`src/rtl/dot_matrix_reader.sv`:
```
// dot_matrix_reader: assembles a serial 3x5 dot-matrix glyph (one row per beat) and decodes it to BCD.
// Optional DOT_DEBOUNCE_EN: emit a result only when a frame repeats and differs from the last emitted one.
module dot_matrix_reader #(
  parameter logic [3:0] ERR_CODE    = 4'hF,
  parameter int         ROW_TIMEOUT = 16
) (
  input  logic        clk,
  input  logic        rst_n,
  input  logic [2:0]  row_data,
  input  logic        row_valid,
  input  logic        row_sof,
  output logic [3:0]  bcd,
  output logic        bcd_valid,
  input  logic        bcd_ready,
  output logic        glyph_err,
  output logic [14:0] frame,
  output logic        sync_err,
  output logic        overrun
);
  localparam int TW = ROW_TIMEOUT > 1 ? $clog2(ROW_TIMEOUT) : 1;
  typedef enum logic {S_IDLE, S_COLLECT} state_t;
  state_t        r_state;
  logic [2:0]    r_cnt;
  logic [11:0]   r_asm;
  logic [14:0]   r_cap;
  logic          r_pend;
  logic [TW-1:0] r_to;
  logic [3:0]    w_digit;
  logic          w_gerr;
  logic          w_offer;
  logic          w_free;
  logic          w_tmo;

  assign w_free = !bcd_valid || bcd_ready;
  assign w_tmo  = (ROW_TIMEOUT != 0) && (int'(r_to) == ROW_TIMEOUT - 1);

  // font lookup of the captured frame
  always_comb begin
    w_digit = ERR_CODE;
    w_gerr  = 1'b0;
    case (r_cap)
      15'h7B6F: w_digit = 4'd0;
      15'h2C97: w_digit = 4'd1;
      15'h73E7: w_digit = 4'd2;
      15'h73CF: w_digit = 4'd3;
      15'h5BC9: w_digit = 4'd4;
      15'h79CF: w_digit = 4'd5;
      15'h79EF: w_digit = 4'd6;
      15'h7249: w_digit = 4'd7;
      15'h7BEF: w_digit = 4'd8;
      15'h7BCF: w_digit = 4'd9;
      default:  w_gerr  = 1'b1;
    endcase
  end

`ifdef DOT_DEBOUNCE_EN
  logic [14:0] r_last_cap;
  logic [14:0] r_last_emit;
  assign w_offer = (r_cap == r_last_cap) && (r_cap != r_last_emit);
  // history of captured and emitted frames for the stability filter
  always_ff @(posedge clk or negedge rst_n) begin
    if (!rst_n) begin
      r_last_cap  <= '0;
      r_last_emit <= '0;
    end else if (r_pend) begin
      r_last_cap <= r_cap;
      if (w_offer && w_free) r_last_emit <= r_cap;
    end
  end
`else
  assign w_offer = 1'b1;
`endif

  // row collector: shifts rows in top-first, hands a full frame to the match stage
  always_ff @(posedge clk or negedge rst_n) begin
    if (!rst_n) begin
      r_state  <= S_IDLE;
      r_cnt    <= '0;
      r_asm    <= '0;
      r_cap    <= '0;
      r_pend   <= 1'b0;
      r_to     <= '0;
      sync_err <= 1'b0;
    end else begin
      r_pend   <= 1'b0;
      sync_err <= 1'b0;
      if (r_state == S_IDLE) begin
        r_to <= '0;
        if (row_valid && row_sof) begin
          r_asm   <= {9'd0, row_data};
          r_cnt   <= 3'd1;
          r_state <= S_COLLECT;
        end
      end else if (row_valid) begin
        r_to <= '0;
        if (row_sof) begin
          sync_err <= 1'b1;
          r_asm    <= {9'd0, row_data};
          r_cnt    <= 3'd1;
        end else if (r_cnt == 3'd4) begin
          r_cap   <= {r_asm, row_data};
          r_pend  <= 1'b1;
          r_cnt   <= '0;
          r_state <= S_IDLE;
        end else begin
          r_asm <= {r_asm[8:0], row_data};
          r_cnt <= r_cnt + 3'd1;
        end
      end else if (w_tmo) begin
        sync_err <= 1'b1;
        r_cnt    <= '0;
        r_state  <= S_IDLE;
      end else begin
        r_to <= r_to + 1'b1;
      end
    end
  end

  // match stage and output hold register with valid/ready handshake
  always_ff @(posedge clk or negedge rst_n) begin
    if (!rst_n) begin
      bcd       <= '0;
      glyph_err <= 1'b0;
      frame     <= '0;
      bcd_valid <= 1'b0;
      overrun   <= 1'b0;
    end else begin
      overrun <= 1'b0;
      if (r_pend && w_offer && w_free) begin
        bcd       <= w_digit;
        glyph_err <= w_gerr;
        frame     <= r_cap;
        bcd_valid <= 1'b1;
      end else begin
        if (bcd_valid && bcd_ready) bcd_valid <= 1'b0;
        if (r_pend && w_offer) overrun <= 1'b1;
      end
    end
  end
endmodule

```
`config.mk`:
```
export PLATFORM = sky130hd
export DESIGN_NAME = dot_matrix_reader
export DESIGN_NICKNAME = d
export VERILOG_FILES = /design/src/rtl/dot_matrix_reader.sv
export SDC_FILE = /design/constraint.sdc
export NUM_CORES = 1
export LEC_CHECK = 0
export ABC_AREA = 1
export CORE_ASPECT_RATIO = 0.9
export CORE_MARGIN = 2
export CORE_UTILIZATION = 56
export CTS_BUF_LIST = sky130_fd_sc_hd__clkbuf_4
export DETAILED_ROUTE_END_ITERATION = 7
export PLACE_DENSITY_LB_ADDON = 0.08
export SLEW_MARGIN = 20
export SYNTH_ARGS = -nofsm -noshare
export SYNTH_HDL_FRONTEND = slang
export SYNTH_SLANG_ARGS = --single-unit
```
`constraint.sdc`:
```
create_clock -name clk -period 3.5 [get_ports clk]
set_clock_uncertainty 0.1 [all_clocks]
set_input_delay 1.05 -clock clk [delete_from_list [all_inputs] [get_ports clk]]
set_output_delay 1.05 -clock clk [all_outputs]
set_load 0.01 [all_outputs]
```
==> impl_metrics.tcl <==
set metrics [dict create \
    status "finished, final reports clean" \
    tritoncts "yes" \
    yosysMostFrequentCell "nand2_1" \
    die_w_um 77.5 \
    met3_length_um 257 \
    ir_drop_mv 0.340 \
    ys_warn_count 0 \
    grt_usage 0.224 \
    cp.required_ns 3.72 \
    max_cap_violations 0 \
    core_um2 4770 \
    vias 2193 \
    grt-ovfl-total 0 \
    cts-buffers-inserted 9 \
    viasPerCell 4.96 \
    worst_slew_margin_rel 0.533 \
    cp_max_fo 32 \
    drt-met1-wl_um 2580 \
    pwr-share-comb 0.339 \
    die-height_um 70.2 \
    switching_power_uw 789 \
    synth_edf_count 0 \
    hold_viol 0 \
    grt_pass1_vias 2097 \
    p_sw_frac 0.347 \
    wl_per_cell_um 11.5 \
    fin_crit_sh 0.698 \
    fmax_mhz 409 \
    drive_gt1_frac 0.0849 \
    synthDominantCellAreaShare 0.542 \
    arrival_ns 2.66 \
    ant_nets 0 \
    htreeDepth 3 \
    path_class "in -> reg" \
    syn_nets 348 \
    min_path_type "reg -> reg" \
    worst_pin_slew_ns 0.700 \
    post_cts_resized 0 \
    grt_max_degree 60 \
    io_buffer_count 30 \
    cts.clk_slew.worst_paths_ns 0.09 \
    leakagePower_nw 1.62 \
    synth_common_cells "nand2_1 (100), dfrtp_1 (59), nor2_1 (40)" \
    insertion_delay_ns 0.39 \
    synth_cell_type_count 25 \
    antenna_cells 0 \
    synth_seq_cells 59 \
    layout.nets 384 \
    powerDensity_nw_per_um2 709 \
    gp_congestion 0.825 \
    internal_power_mw 1.48 \
    rows 24 \
    firstDrtPassIters 4 \
    grt_pass1_wl_um 9470 \
    yosysSeqAreaShare 0.542 \
    rsz0062_at_grt "false" \
    cts.sinks 59 \
    netlist.top_cell.by_area "dfrtp_1" \
    die_area_um2 5440 \
    drtIter0Drc 124 \
    area_delta_synth_final_pct 17.6 \
    postSynth.asyncResetShare 1.00 \
    layout_min_cycle_time_ns 2.44 \
    fin_setup_tns_ns 0 \
    dp_hpwl_um 3720 \
    synth_area_leaders "dfrtp_1 (54%), nand2_1 (14%), nand3_1 (6.1%)" \
    wl_met2_um 2220 \
    startpoint_type "input port" \
    postSynthCellCount 337 \
    syn_area_um2 2720 \
    cts_post_setup_buffers_inserted 0 \
    setup_viol 0 \
    holdWs_ns 0.383 \
    highest_layer "met4" \
    clock-root-buffer "clkbuf_4" \
    pin_count 31 \
    syn_avg_cell_area_um2 8.08 \
    post-route-drc-count 0 \
    initial_utilization 0.570 \
    cts_hold_buf 0 \
    antenna_found_initial 0 \
    finalWirelength_um 5090 \
    drv_slew 0 \
    sequentialPowerShare 0.464 \
    synth_flop_cell "dfrtp_1" \
    max-clock-path-buffers 2 \
    critPathCaptureType "flip-flop" \
    power_frac_clock 0.197 \
]
-- metrics by stage --
step	total power, mW	setup WS (ns)	area [um2]	instances	utilization
6_report	2.27	1.06	3200	442	0.670
5_1_grt	2.47	0.897	3200	442	0.670
4_1_cts	2.30	1.02	3200	442	0.670
3_5_place_dp	1.84	0.641	3080	427	0.644
3_3_place_gp	1.81	0.727	3080	427	0.644
2_1_floorplan	1.49	1.49	2720	337	-
-- power groups by stage --
stage	logic (mW)	registers, mW	clock network (mW)
2_1_floorplan	0.404	1.09	0
5_1_grt	0.874	1.09	0.505
3_5_place_dp	0.773	1.07	0
4_1_cts	0.777	1.05	0.468
3_3_place_gp	0.757	1.06	0
6_report	0.769	1.05	0.447
-- path summary, 6_finish.rpt --
kind / start / to / slack, ns / depth (start not counted)
max: row_valid / r_cap[14] / 1.06 / 7
min: glyph_err / glyph_err / 0.38 / 2
max reg2reg: r_cnt[0] / r_asm[0] / 1.72 / 6
min reg2reg: glyph_err / glyph_err / 0.38 / 2
max in group asynchronous: rst_n / r_asm[8] / 2.14 / 2
min in group asynchronous: rst_n / sync_err / 0.70 / 2
-- cells in the final DEF (no fill, tap or decap) --
master,instances
ha_1,3
inv_2,6
nand4_1,1
clkdlybuf4s50_1,29
o21bai_1,1
nor2_4,1
dfrtp_1,59
inv_1,33
mux2_1,2
a21oi_1,2
o21ai_1,18
nand3b_1,1
o21ai_0,19
clkinv_2,1
nand3_2,1
bufinv_16,1
a31oi_1,2
mux2_4,1
nand3_1,33
buf_2,1
nand2_2,2
nor2_1,40
buf_4,3
clkbuf_4,11
nand2_1,100
or2_2,2
nor2_2,2
clkinv_1,2
-- cells by family (layout without fill, tap and decap cells) --
family / Yosys count / count (layout) / synth area share
AND/OR/NAND/NOR: 183 / 183 / 0.280
flip-flops: 59 / 59 / 0.542
buffers and inverters: 47 / 87 / 0.0708
AO/OA/AOI/OAI: 42 / 42 / 0.0790
adder cells (fa/ha/maj): 3 / 3 / 0.0138
multiplexers: 3 / 3 / 0.0138
-- sequential cells by signal, indices dropped and copies added, names as in the netlist --
name / flops
r_pend: 1
r_asm: 12
r_cap: 15
r_to: 4
overrun: 1
sync_err: 1
glyph_err: 1
bcd: 4
frame: 15
bcd_valid: 1
r_state: 1
r_cnt: 3
-- layout make-up --
cell class | count | area (um2)
Multi-Input combinational cell | 231 | 1050
Sequential cell | 59 | 1480
Tap cell | 65 | 81.3
Inverter | 39 | 146
Clock buffer | 11 | 82.6
Fill cell | 411 | 1570
Clock inverter | 4 | 42.5
Timing Repair Buffer | 33 | 318
-- per-layer routing --
layer / global-route usage / up-vias
met5: 0 / -
met4: 0.0675 / 0
met3: 0.0762 / 4
met2: 0.325 / 55
met1: 0.321 / 989
li1: - / 1145
-- critical path, stage by stage --
cell and delay, ns:
clkdlybuf4s50_1 0.58, nand2_1 0.09, nor2_2 0.16, inv_2 0.06, nor2_4 0.48, nand2_1 0.11
o21ai_1 0.11
Note: power is estimated with default switching activity, not from simulation.
